File: src/rtl/xdma_w_beat_gen.sv
// Transmit side of the XDMA AXI W channel: forwards exactly trans_len_i source beats
// through a one-entry registered W stage and pulses trans_complete_o when done.
module xdma_w_beat_gen #(
  parameter int unsigned DataWidth = 64,
  parameter int unsigned LenWidth  = 16
) (
  input  logic                   clk_i,
  input  logic                   rst_i,
  input  logic                   start_i,
  input  logic [LenWidth-1:0]    trans_len_i,
  output logic                   busy_o,
  input  logic [DataWidth-1:0]   data_i,
  input  logic                   data_valid_i,
  output logic                   data_ready_o,
  output logic [DataWidth-1:0]   axi_w_data_o,
  output logic [DataWidth/8-1:0] axi_w_strb_o,
  output logic                   axi_w_last_o,
  output logic                   axi_w_valid_o,
  input  logic                   axi_w_ready_i,
  output logic                   trans_complete_o
);

  localparam int unsigned StrbWidth = DataWidth / 8;
  localparam int unsigned CntWidth  = LenWidth + 1;

  typedef enum logic [1:0] {
    IDLE = 2'd0,
    SEND = 2'd1,
    DONE = 2'd2
  } state_e;

  state_e              state_q, state_d;
  logic [LenWidth-1:0] len_q;
  logic [CntWidth-1:0] len_ext;
  logic [CntWidth-1:0] acc_cnt_q;
  logic [CntWidth-1:0] sent_cnt_q;
  logic                src_hs;
  logic                w_hs;
  logic                start_ok;

  assign len_ext  = CntWidth'(len_q);
  assign start_ok = (state_q == IDLE) && start_i;
  assign src_hs   = data_valid_i && data_ready_o;
  assign w_hs     = axi_w_valid_o && axi_w_ready_i;

  // Accept a source beat only while beats remain and the W register is free or draining.
  assign data_ready_o     = (state_q == SEND) && (acc_cnt_q < len_ext) &&
                            (!axi_w_valid_o || axi_w_ready_i);
  assign busy_o           = (state_q != IDLE);
  assign trans_complete_o = (state_q == DONE);

  always_ff @(posedge clk_i or posedge rst_i) begin
    if (rst_i) begin
      state_q <= IDLE;
    end else begin
      state_q <= state_d;
    end
  end

  // Zero-length transfers pass through SEND for one cycle via the sent_cnt compare.
  always_comb begin
    state_d = state_q;
    unique case (state_q)
      IDLE: if (start_i) state_d = SEND;
      SEND: if ((w_hs && axi_w_last_o) || (sent_cnt_q == len_ext)) state_d = DONE;
      DONE: state_d = IDLE;
      default: state_d = IDLE;
    endcase
  end

  always_ff @(posedge clk_i or posedge rst_i) begin
    if (rst_i) begin
      len_q      <= '0;
      acc_cnt_q  <= '0;
      sent_cnt_q <= '0;
    end else if (start_ok) begin
      len_q      <= trans_len_i;
      acc_cnt_q  <= '0;
      sent_cnt_q <= '0;
    end else begin
      if (src_hs && (acc_cnt_q < len_ext)) acc_cnt_q <= acc_cnt_q + CntWidth'(1);
      if (w_hs && (sent_cnt_q < len_ext)) sent_cnt_q <= sent_cnt_q + CntWidth'(1);
    end
  end

  // One-entry W register: a load wins over a plain drain, so full throughput is kept.
  always_ff @(posedge clk_i or posedge rst_i) begin
    if (rst_i) begin
      axi_w_data_o  <= '0;
      axi_w_strb_o  <= '0;
      axi_w_last_o  <= 1'b0;
      axi_w_valid_o <= 1'b0;
    end else if (src_hs) begin
      axi_w_data_o  <= data_i;
      axi_w_strb_o  <= {StrbWidth{1'b1}};
      axi_w_last_o  <= ((acc_cnt_q + CntWidth'(1)) == len_ext);
      axi_w_valid_o <= 1'b1;
    end else if (w_hs) begin
      axi_w_strb_o  <= '0;
      axi_w_last_o  <= 1'b0;
      axi_w_valid_o <= 1'b0;
    end
  end

endmodule

File: config.mk
export PLATFORM = sky130hd
export DESIGN_NAME = xdma_w_beat_gen
export DESIGN_NICKNAME = d
export VERILOG_FILES = /design/src/rtl/xdma_w_beat_gen.sv
export SDC_FILE = /design/constraint.sdc
export NUM_CORES = 1
export LEC_CHECK = 0
export ABC_AREA = 1
export CAP_MARGIN = 20
export CORE_UTILIZATION = 45
export DETAILED_ROUTE_END_ITERATION = 12
export GPL_TIMING_DRIVEN = 0
export HOLD_SLACK_MARGIN = 0.02
export PLACE_DENSITY = 0.78
export SYNTH_ARGS = -nofsm -noshare
export SYNTH_HDL_FRONTEND = slang
export SYNTH_SLANG_ARGS = --single-unit
File: constraint.sdc
create_clock -name clk_i -period 4.2 [get_ports clk_i]
set_input_delay 1.05 -clock clk_i [delete_from_list [all_inputs] [get_ports clk_i]]
set_output_delay 1.05 -clock clk_i [all_outputs]
set_load 0.01 [all_outputs]
Word level (Yosys, flattened, before mapping)
Cells that the tools add are included.
{"block": "totals", "latchBits": 0, "memories": 0, "out_inout_bits": 77, "register_bits": 126, "mem_bits_ro": 0, "ram_bits": 0, "input_bits": 85}
{"block": "classes", "div": 0, "shift": 0, "addsub": 2, "reduce_logical": 17, "n_eq_ne": 6, "bitwise": 0, "multipliers": 0, "muxes": 12, "magnitude_cmp": 2}
{"operator": "$mux 17", "n": 4}
{"operator": "$add 17x1->17 const B", "n": 2}
{"operator": "$eq 17x16->1", "n": 2}
{"operator": "$lt 17x16->1", "n": 2}
{"operator": "$mux 8", "n": 2}
{"operator": "$logic_and 1x1->1", "n": 8}
{"operator": "$reduce_bool 2->1", "n": 4}
{"operator": "$mux 2", "n": 2}
{"operator": "$pmux 2 s2", "n": 1}
{"operator": "$mux 1", "n": 3}
{"operator": "$eq 2x1->1 const B", "n": 1}
{"operator": "$eq 2x2->1 const B", "n": 1}
{"operator": "$logic_not 2->1", "n": 1}
{"operator": "$logic_or 1x1->1", "n": 2}
{"operator": "$ne 2x1->1 const B", "n": 1}
{"operator": "$ne 2x2->1 const B", "n": 1}
{"operator": "$reduce_and 2->1", "n": 1}
{"operator": "$logic_not 1->1", "n": 1}

Longest topological paths before layout
Gate-level depths: netlist of the first run.
{"block": "logic_depth", "word_depth": 7, "mapped_depth": 18, "ltp_nobuf": 16}

Worst setup path after synthesis of the first run
Ideal clock, no wire load.
{"block": "synth_timing", "path_type": "input -> output", "start": "input port axi_w_ready_i", "end": "output port data_ready_o", "slack_ps": 1578, "stages": 5, "n_path_buf": 0, "arrival_ps": 1572, "required_ps": 3150, "cell_sequence": "inv_1 > nand2_1 > nand3_1 > a31oi_2 > and2_1"}
{"block": "synth_via", "elab_chain_len": 2}
{"item": "start, declared", "line": "19", "rtl": "input logic axi_w_ready_i,"}
{"item": "$logic_or 1x1->1", "line": "48", "rtl": "(!axi_w_valid_o || axi_w_ready_i);"}
{"item": "$logic_and 1x1->1", "line": "47", "rtl": "assign data_ready_o = (state_q == SEND) && (acc_cnt_q < len_ext) &&"}
{"item": "end, declared", "line": "14", "rtl": "output logic data_ready_o,"}
Every way passes these cells.

Final worst setup path of the first run
Ends and elaborated chain as after synthesis.

==> metrics.md, run 1 <==
| Metric | Value |
|---|---|
| Status | finished clean |
| First-pass GRT wire length | 28300 um |
| Pins Over Slew Limit | 0 |
| Total power | 6.30 mW |
| CTS tree | yes |
| Startpoint Class | input port |
| Boundary Pins | 162 |
| Total global-route track usage | 25.6% |
| Unrepaired setup endpoints after global routing | false |
| Leakage | 4.30 nW |
| Chip height | 120 um |
| Yosys warns | 0 |
| Critical path class | in2out |
| Vias post-DR | 5932 |
| H-tree levels | 4 |
| Post-Layout Cell Count | 1171 |
| Row count | 42 |
| Core Box Area | 13400 um^2 |
| Post-CTS resize count | 0 |
| Pwr Density | 719 nW/um^2 |
| Initial antenna violation count | 0 |
| Placement-stage worst setup slack | 0.521 ns |
| Final wirelength | 17400 um |
| DP HPWL | 12700 um |
| Hold WS | 0.475 ns |
| Largest fanout on the critical path | 2 |
| CP arrival | 2.63 ns |
| IR drop worst, VDD | 0.432 mV |
| Layout Nets | 1101 |
| DRC | 0 |
| Setup-failing EPs final | 0 |
| HP Class | reg2reg |
| Wirelength per Cell | 14.9 um |
| Finished Core Util | 65.4% |
| Synth Flop Type | dfrtp_1 |
| RD Place Congestion | 0.872 |
| CTS root buffer | clkbuf_16 |
| Final setup skew | 0.00675 ns |
| P&R area growth vs syn | 39.8% |
| Most common cell after layout, fill and taps aside | nand2_1 |
| Final hold vios | 0 |
| Slew margin rel. | 61.7% |
| Largest family of logic cells by synthesized area | simple AND/OR/NAND/NOR gates |
| Clk buf depth | 2 |
| Mapped Cells | 801 |
| DIE WIDTH | 120 um |
| Initial Utilization | 46.8% |
| Vias in the first global route | 5776 |
| Setup Buffers After CTS | 0 |
| Clk sinks | 118 |
| DR pass1 iterations | 7 |
| Max Fclk | 272 MHz |
| Antenna diode count | 0 |
| Post-synth cell types | 33 |
| Commonest cells after routing, fill and taps aside | nand2_1, clkdlybuf4s50_1, dfrtp_1, nor2_1 |
| Post-synth EDFFs | 0 |
| Synth Area in Simple Gates | 30.7% |
| # hold bufs at CTS | 0 |
| Die footprint | 14400 um^2 |
| Largest net degree at the start of global routing | 61 |
| Clk_lat worst skew | 0.42 ns |
| Required time of the critical path | 3.15 ns |
| Post-DR vias/cell | 5.07 |
| Layout cells sized above 1 | 7.24% |
| Ys async rst share | 100% |
| Iter 0 DRT Violations | 420 |
| Setup ws final | 0.524 ns |
| IO Port Bufs | 161 |
| Number of buffers created by CTS | 17 |
| CTS clk-pin slew, worst paths | 0.06 ns |
| Grt ovf | 0 |
| Final worst path period need | 3.68 ns |
| Synth Register Bits | 118 |
| Area share of fa/ha/maj cells after synthesis | 6.79% |
| Compound-gate portion of the synthesized area | 5.93% |
| Seq/Total Area, Yosys | 47.1% |
| Post-Synth XOR/XNOR Area | 2.93% |
| Tcrit/Tclk final | 87.5% |
| Synth Cell Area | 6270 um^2 |
| Post-synthesis mux area share | 0% |
| CP endpoint kind | output pin |
| Syn Area/Cell | 7.83 um^2 |
| Max Cap Viol | 0 |
| Post-DRT Antenna Nets | 0 |
| Placed cell count | 1139 |
| Syn nets | 920 |
| Actual slew at the worst max-slew pin | 0.575 ns |
[critical path, stage by stage]
cell	delay, ns
clkdlybuf4s50_1	0.49
inv_1	0.04
nand2_1	0.08
nand3_1	0.10
a31oi_2	0.18
and2_1	0.14
clkdlybuf4s50_1	0.55
[sequential cells by signal, summed over array words and instances (netlist names)]
name	flops
sent_cnt_q	17
len_q	16
state_q	2
acc_cnt_q	17
axi_w_strb_o	1
axi_w_last_o	1
axi_w_data_o	64
[cell families (layout without fill, tap and decap cells)]
| group | Yosys count | in the layout |
|---|---|---|
| AND/OR/NAND/NOR | 473 | 473 |
| adder cells (fa/ha/maj) | 34 | 34 |
| XOR/XNOR | 21 | 21 |
| buffers and inverters | 90 | 284 |
| AO/OA/AOI/OAI | 65 | 65 |
| flip-flops | 118 | 118 |
[per-stage QoR]
stage | TNS (ns) | area [um^2]
3_3_place_gp | -207.54 | 8100
2_1_floorplan | 0 | 6270
6_report | 0 | 8760
3_5_place_dp | 0 | 8130
4_1_cts | 0 | 8760
5_1_grt | 0 | 8760
[report_power, final]
part           internal, mW  leakage (nW)  switching (mW)  total, mW
clock network         0.996         0.308           0.555       1.55
registers              1.60          1.50           0.321       1.92
logic                  1.31          2.50            1.52       2.83
[layer usage]
layer,routed length [um],global-route usage (%),vias to the layer above
li1,-,-,2914
met3,972,5.75,46
met2,8330,41.4,202
met4,586,12.2,0
met5,0,0,-
met1,7540,32.3,2770
[Yosys cell counts (7+ instances only)]
master,number,share of area (%)
a21oi_1,9,0.72
buf_2,14,1.1
buf_4,9,1.1
dfrtp_1,118,47
ha_1,34,6.8
inv_1,54,3.2
nand2_1,333,20
nand3_1,53,4.2
nand4_1,7,0.70
nor2_1,62,3.7
nor3_1,7,0.56
o21ai_0,33,2.6
o22ai_1,9,0.90
xor2_1,20,2.8
[worst paths after layout]
kind                                       from                to  slack (ns)  cells after the start
worst max register to register        len_q[10]     sent_cnt_q[9]        1.85                     11
min in group asynchronous                 rst_i  axi_w_data_o[42]        1.06                      2
worst max-delay path              axi_w_ready_i      data_ready_o        0.52                      7
max in group asynchronous                 rst_i     acc_cnt_q[10]        2.45                      3
worst min-delay path            axi_w_data_o[9]   axi_w_data_o[9]        0.47                      2
worst min register to register  axi_w_data_o[9]   axi_w_data_o[9]        0.47                      2
[area by class of cell]
type / count / area [um^2]
Tap cell: 176 / 220
Buffer: 33 / 198
Clock inverter: 15 / 204
Fill cell: 1091 / 4640
Sequential cell: 118 / 2950
Clock buffer: 17 / 425
Multi-Input combinational cell: 593 / 2900
Timing Repair Buffer: 162 / 1640
Inverter: 57 / 219
Power figures use the tool's default switching activity.
==> inputs of run 2 (changes only) <==
Settings changed: CTS_BUF_LIST set to sky130_fd_sc_hd__clkbuf_16.
==> results of run 2 <==
Final layout, timing and power as in run 1 (identical DEF).
==> inputs of run 3 (changes only) <==
Settings changed: CAP_MARGIN 20 to 10.
==> results of run 3 <==
Final layout, timing and power as in run 1 (identical DEF).
